**config.mk**
```make
export PLATFORM = sky130hd
export DESIGN_NAME = key_serial_rx
export DESIGN_NICKNAME = d
export VERILOG_FILES = /design/src/rtl/key_serial_pkg.sv /design/src/rtl/key_serial_hold.sv /design/src/rtl/key_serial_rx.sv
export SDC_FILE = /design/constraint.sdc
export NUM_CORES = 1
export LEC_CHECK = 0
export CAP_MARGIN = 15
export CORE_UTILIZATION = 52
export DETAILED_ROUTE_END_ITERATION = 10
export PLACE_DENSITY = 0.75
export SKIP_LAST_GASP = 1
export SYNTH_ARGS = -nofsm -noshare
export SYNTH_HDL_FRONTEND = slang
export SYNTH_SLANG_ARGS = --single-unit
```
**constraint.sdc**
```tcl
create_clock -name clk -period 1.9 [get_ports clk]
set_input_delay 0.285 -clock clk [delete_from_list [all_inputs] [get_ports clk]]
set_output_delay 0.285 -clock clk [all_outputs]
set_load 0.02 [all_outputs]
```
**src/rtl/key_serial_pkg.sv**
```systemverilog
// key_serial_pkg: shared types and constants for the key-window serial blocks
package key_serial_pkg;
  typedef enum logic {KS_HUNT, KS_LOCK} ks_state_t;
  localparam int KS_W = 8;
  localparam logic [7:0] KS_SYNC = 8'hA5;
  localparam logic KEY_BA13 = 1'b0;
  localparam logic KEY_BA12 = 1'b1;
endpackage

```
**src/rtl/key_serial_hold.sv**
```systemverilog
// key_serial_hold: single-entry holding register with valid/ack handshake and sticky overflow
module key_serial_hold #(
  parameter int W = 8
) (
  input  logic         clk,
  input  logic         rst,
  input  logic         clr,
  input  logic         load,
  input  logic [W-1:0] word,
  input  logic         ack,
  output logic [W-1:0] data,
  output logic         data_valid,
  output logic         overflow
);
  always_ff @(posedge clk) begin
    if (rst) begin
      data <= '0;
      data_valid <= 1'b0;
      overflow <= 1'b0;
    end else if (clr) begin
      data_valid <= 1'b0;
      overflow <= 1'b0;
    end else if (load) begin
      if (!data_valid || ack) begin
        data <= word;
        data_valid <= 1'b1;
      end else overflow <= 1'b1;
    end else if (ack) data_valid <= 1'b0;
  end
endmodule

```
**src/rtl/key_serial_rx.sv**
```systemverilog
// key_serial_rx: samples SDRD on key-window reads, hunts for sync, then frames W-bit words
module key_serial_rx
  import key_serial_pkg::*;
#(
  parameter int W = KS_W,
  parameter logic [W-1:0] SYNC = W'(KS_SYNC)
) (
  input  logic         clk,
  input  logic         rst,
  input  logic         bus_sel,
  input  logic         sdrd_oe,
  input  logic         sdrd,
  input  logic         resync,
  output logic [W-1:0] data,
  output logic         data_valid,
  input  logic         data_ack,
  output logic         locked,
  output logic         overflow
);
  localparam int FW = $clog2(W + 1);
  localparam int CW = $clog2(W);
  ks_state_t state;
  logic [W-1:0] sh, nsh;
  logic [FW-1:0] fill;
  logic [CW-1:0] cnt;
  logic sample, complete;
  assign sample = bus_sel & sdrd_oe;
  assign nsh = {sh[W-2:0], sdrd};
  assign complete = sample & ~resync & (state == KS_LOCK) & (cnt == CW'(W - 1));
  always_ff @(posedge clk) begin
    if (rst || resync) begin
      state <= KS_HUNT;
      sh <= '0;
      fill <= '0;
      cnt <= '0;
      locked <= 1'b0;
    end else if (sample) begin
      sh <= nsh;
      if (state == KS_HUNT) begin
        fill <= (fill == FW'(W)) ? fill : fill + FW'(1);
        // fill counts bits before this one, so W-1 means this sample fills the window
        if (fill >= FW'(W - 1) && nsh == SYNC) begin
          state <= KS_LOCK;
          cnt <= '0;
          locked <= 1'b1;
        end
      end else cnt <= (cnt == CW'(W - 1)) ? '0 : cnt + CW'(1);
    end
  end
  key_serial_hold #(.W(W)) u_hold (
    .clk(clk),
    .rst(rst),
    .clr(resync),
    .load(complete),
    .word(nsh),
    .ack(data_ack),
    .data(data),
    .data_valid(data_valid),
    .overflow(overflow)
  );
endmodule

```
Yosys cells after proc, flatten, opt, wreduce, memory -nomap -nowiden
Cells that the tools add are included.
{"block": "classes", "addsub": 2, "order_cmp": 1, "mux": 8, "eq_ne": 4, "n_reduce_logical": 13, "bitwise_logic": 8}
{"operator": "3-bit 2-to-1 mux", "count": 3}
{"operator": "3-bit AND reduction", "count": 3}
{"operator": "8-bit == test (second input constant)", "count": 1}
{"operator": "2-bit AND reduction", "count": 3}
{"operator": "1-bit 2-to-1 mux", "count": 5}
{"operator": "4-bit by 1-bit adder with 4-bit output (second input constant)", "count": 1}
{"operator": "1-bit bitwise AND", "count": 4}
{"operator": "4-bit == test (second input constant)", "count": 1}
{"operator": "4-bit by 3-bit >= comparator with 1-bit output (second input constant)", "count": 1}
{"operator": "1-bit inverter", "count": 4}
{"operator": "2-bit nonzero test", "count": 2}
{"operator": "3-bit by 1-bit adder with 3-bit output (second input constant)", "count": 1}
{"operator": "3-bit == test (second input constant)", "count": 1}
{"operator": "1-bit logical OR", "count": 2}
{"operator": "2-bit by 1-bit inequality test with 1-bit output (second input constant)", "count": 1}
{"operator": "2-bit OR reduction", "count": 1}
{"operator": "1-bit logical AND", "count": 1}
{"operator": "1-bit zero test", "count": 1}
{"block": "totals", "output_inout_bits": 11, "in_bits": 7, "ff_bits": 26, "wordCells": 44}

Depth between registers and ports, before layout
{"block": "depth", "depth_word": 6, "depth_mapped": 5, "depth_no_buf": 5}

Hierarchy
A second synthesis with hierarchy kept.
{"block": "hier_totals", "hier_cells": 131, "hier_area_um2": 1214.9}
{"mod": "key_serial_rx", "cells_each": 89, "instances": 1, "seq_area_each_um2": 320.3, "area_per_inst_um2": 774.5}
{"mod": "key_serial_hold", "cells_each": 42, "instances": 1, "seq_area_each_um2": 200.2, "area_per_inst_um2": 440.4}

Worst setup path after synthesis
OpenSTA, ideal clock, no wires.
{"block": "synth_path", "path_kind": "register to register", "from": "register cnt[0]", "to": "register u_hold.data[0]", "synth_period_minus_slack_ps": 1551, "path_stages_with_launch": 6, "setup_ps": 72, "path_slack_ps": 349, "required_time_ps": 1828, "path_buffers": 0, "arrival_ps": 1479, "path_cell_list": "dfxtp_1 > ha_1 > ha_1 > nand2_2 > nor4_4 > mux2i_1"}
{"block": "synth_between", "elab_chain_len": 3}
{"element": "start, declared", "line": "key_serial_rx.sv:25", "source": "logic [CW-1:0] cnt;"}
{"element": "start signal, assigned", "line": "key_serial_rx.sv:47", "source": "end else cnt <= (cnt == CW'(W - 1)) ? '0 : cnt + CW'(1);"}
{"element": "3-bit == test", "line": "key_serial_rx.sv:29", "source": "assign complete = sample & ~resync & (state == KS_LOCK) & (cnt == CW'(W - 1));"}
{"element": "1-bit bitwise AND", "line": "key_serial_rx.sv:29"}
{"element": "3-bit AND reduction (no source line)"}
{"element": "end signal, assigned", "line": "key_serial_hold.sv:25", "source": "data <= word;"}
{"element": "end, declared", "line": "key_serial_hold.sv:11", "source": "output logic [W-1:0] data,"}
Every way passes these cells.
A chain may end at the register's enable or synchronous reset.

Worst setup path in the final report
{"block": "layout_path", "from": "register u_hold.overflow", "to": "output port overflow"}
{"element": "start, declared", "line": "key_serial_hold.sv:13", "source": "output logic overflow"}
{"element": "start signal, assigned", "line": "key_serial_hold.sv:19", "source": "overflow <= 1'b0;"}
{"element": "start signal, assigned", "line": "key_serial_hold.sv:22", "source": "overflow <= 1'b0;"}
{"element": "start signal, assigned", "line": "key_serial_hold.sv:27", "source": "end else overflow <= 1'b1;"}
{"element": "end, declared", "line": "key_serial_rx.sv:18", "source": "output logic overflow"}
No word-level cell between the ends.

==> results.py <==
metrics = {
    "grt": {
        "grt_max_degree": 17,
        "grt_pass1_wl_um": 4020,
        "grt_pass1_vias": 959,
        "antenna_found_initial": 0,
        "grt.overflow.total": 0,
        "grt_usage_pct": 21.4,
    },
    "floorplanning": {
        "dieArea_sq_mm": 0.00250,
        "start_util_pct": 54.8,
        "num_rows": 17,
        "fp.dieH_um": 50.0,
        "ios": 18,
        "die_w_um": 50.0,
        "placeableCoreArea_sq_mm": 0.00219,
    },
    "cts": {
        "cts_root_buffer": "clkbuf_4",
        "cts-resized-gates": 0,
        "clkLatencyLatePin_ns": 0.33,
        "cts_buffers": 3,
        "tritoncts": "done",
        "post_cts_buffers": 0,
        "cts_htree_levels": 1,
        "clock_path_buffers": 2,
        "clkSinkCount": 26,
        "hold_buffers": 0,
        "clkTransAtPathRegs_ns": 0.15,
    },
    "setup_path": {
        "crit_fanout": 2,
        "reg2regPathDepth": 6,
        "path_buf_inv": 1,
        "regToRegSetupSlack_ns": 0.38,
        "worst_path_largest_cell_delay_ns": 0.62,
        "r2r_start": "cnt[0]$_SDFFE_PP0P_",
        "worstSetupPathType": "flop to output pin",
        "endpoint_kind": "output pin",
        "critPathSlowestCell": "clkdlybuf4s50_1",
        "worstPathRequired_ns": 1.62,
        "startpoint_type": "flop",
        "arrival_ns": 1.31,
        "r2r_end": "u_hold.data[2]$_SDFFE_PP0P_",
        "cp_top_family": "buffers and inverters",
        "worstPathCellList": "clkdlybuf4s50_1",
    },
    "hold_path": {
        "min-delay-start": "u_hold.data[0]$_SDFFE_PP0P_",
        "holdPathStages": 2,
        "worstHoldEndpoint": "u_hold.data[0]$_SDFFE_PP0P_",
        "hold_path.class": "flop to flop",
    },
    "placed_design": {
        "port_buffers": 17,
        "gp_congestion": 0.743,
        "dp_hpwl_um": 1790,
    },
    "power_and_ir_drop": {
        "finalPower_mw": 0.987,
        "combPwrFrac_pct": 5.7,
        "swShare_pct": 20.4,
        "p_seq_share_pct": 55.5,
        "switching_power_mw": 0.201,
        "clkPwrFrac_pct": 38.8,
        "p_per_area_mw_per_mm2": 668,
        "p_leak_nw": 0.471,
        "p_int_mw": 0.786,
        "ir_drop_mv": 0.674,
    },
    "synth": {
        "yosysMostFrequentCell": "dfxtp_1",
        "syn_area_sq_mm": 0.00120,
        "synth-seq-cells": 26,
        "synthTopCellsByCount": "dfxtp_1 (26), nand2b_1 (16), nand2_1 (15), a21oi_1 (12), mux2i_1 (8)",
        "yosysTopAreaCell": "dfxtp_1",
        "synth_cell_types": 31,
        "synth_edf_count": 0,
        "syn_avg_cell_area_sq_um": 9.09,
        "synthTopCellsByArea": "dfxtp_1 (43%), nand2b_1 (8.3%), mux2i_1 (6.7%), a21oi_1 (5.0%), nand2_1 (4.7%)",
        "synthCells": 132,
        "synth.top_cell.area_share_pct": 43.4,
        "syn_nets": 143,
        "ys_seq_area_share_pct": 43.4,
        "yosys_warnings": 0,
        "synth_top_flop_cell": "dfxtp_1",
        "synth_async_sr_flop_share_pct": 0,
    },
    "sta": {
        "slew_viol_final": 0,
        "rsz0062_at_grt": "no",
        "clock.fmax_ghz": 0.628,
        "hold_viol_final": 0,
        "setup_viol": 0,
        "relSlewSlack_pct": 67.5,
        "period_needed_ns": 1.59,
        "worst_pin_slew_ns": 0.485,
        "min_period_over_period_pct": 83.9,
        "finalClockSkew_ns": 0.0123,
        "hold_slack_ns": 0.481,
        "tns_ns": 0,
    },
    "cells_and_area": {
        "syn2layout_area_growth_pct": 23.1,
        "drive_gt1_share_pct": 8.61,
        "antenna_cells": 0,
        "nets": 163,
        "final_util_pct": 67.4,
    },
    "run_status": {
        "status": "complete, no violations",
    },
    "detailed_routing": {
        "avgViaCountPerCell": 5.57,
        "vias": 997,
        "drtIter0Drc": 7,
        "first_pass_iters": 4,
        "drcViolationCount": 0,
        "ant_nets": 0,
        "wire_per_inst_um": 13.0,
        "wirelength_um": 2330,
    },
    "flow_run": {
        "maxCapViolCount": 0,
    },
}
per-layer routing:
layer  vias up  global-route usage (%)  share of wire (%)
met4         0                    13.8                3.0
met1       470                    24.0                 45
li1        499                       -                  -
met5         -                       0                  0
met2        20                    35.6                 48
met3         8                    4.94                3.8
power groups by stage:
| stage | clock network, mW | registers (mW) | logic (mW) |
|---|---|---|---|
| floorplan | 0 | 0.560 | 0.0299 |
| global placement | 0 | 0.560 | 0.0541 |
| detailed placement | 0 | 0.560 | 0.0562 |
| CTS | 0.383 | 0.548 | 0.0563 |
| global route | 0.402 | 0.549 | 0.0617 |
| finish | 0.383 | 0.548 | 0.0562 |
how the worst max path moves through the flow:
stage / start / endpoint / slack (ns) / depth (start not counted)
after global placement: bus_sel / fill[2]$_SDFFE_PP0P_ / 0.19 / 4
after floorplan: cnt[0]$_SDFFE_PP0P_ / u_hold.data[0]$_SDFFE_PP0P_ / 0.35 / 5
final: u_hold.overflow$_SDFFE_PP0P_ / overflow / 0.31 / 1
after global routing: u_hold.overflow$_SDFFE_PP0P_ / overflow / 0.25 / 1
after detailed placement: sdrd_oe / fill[2]$_SDFFE_PP0P_ / 0.14 / 4
after CTS: u_hold.overflow$_SDFFE_PP0P_ / overflow / 0.29 / 1
sequential cells by signal, summed over array words and instances, names as in the netlist:
register	count
cnt	3
u_hold.data	8
fill	4
state	1
sh	7
u_hold.overflow	1
locked	1
u_hold.data_valid	1
cells in the final DEF (no fill, tap or decap), drive strengths merged, types with 2 or more instances in the layout:
master,instances
nand3b,2
a21oi,12
o21ai,4
o41ai,3
clkbuf,3
inv,6
a32oi,3
nor2,3
o21a,3
nand2b,16
nand3,3
nor3,2
nand2,16
ha,4
mux2i,8
buf,4
clkdlybuf4s50,17
nor4,2
dfxtp,26
and3b,2
nand4bb,2
worst min-delay path: cells and delay by family (launching register included):
family           cells  cell delay (ns)
muxes                1             0.05
and+or+nand+nor      1             0.06
DFF                  1             0.34
cell families (layout without fill, tap and decap cells):
logic type | Yosys count | count (layout) | synth area share [%]
AND/OR/NAND/NOR | 55 | 55 | 27.6
adder cells (fa/ha/maj) | 4 | 4 | 4.17
flip-flops | 26 | 26 | 43.4
AO/OA/AOI/OAI | 27 | 27 | 14.4
multiplexers | 8 | 8 | 6.67
buffers and inverters | 12 | 31 | 3.75
cell type report:
| cell class | count | area (sq um) |
|---|---|---|
| clock buffer | 3 | 22.5 |
| fill | 175 | 713 |
| multi-input combinational | 94 | 634 |
| sequential | 26 | 520 |
| tap | 28 | 35.0 |
| inverter | 6 | 22.5 |
| timing repair buffer | 21 | 213 |
| clock inverter | 1 | 30.0 |
through the flow:
step                setup slack, ns  instances  cell area (sq um)
floorplan                     0.349        132               1200
finish                        0.307        179               1480
detailed placement            0.135        175               1430
CTS                           0.294        179               1480
global placement              0.192        175               1430
global route                  0.253        179               1480
No activity file was read; power rests on OpenSTA's default activity.
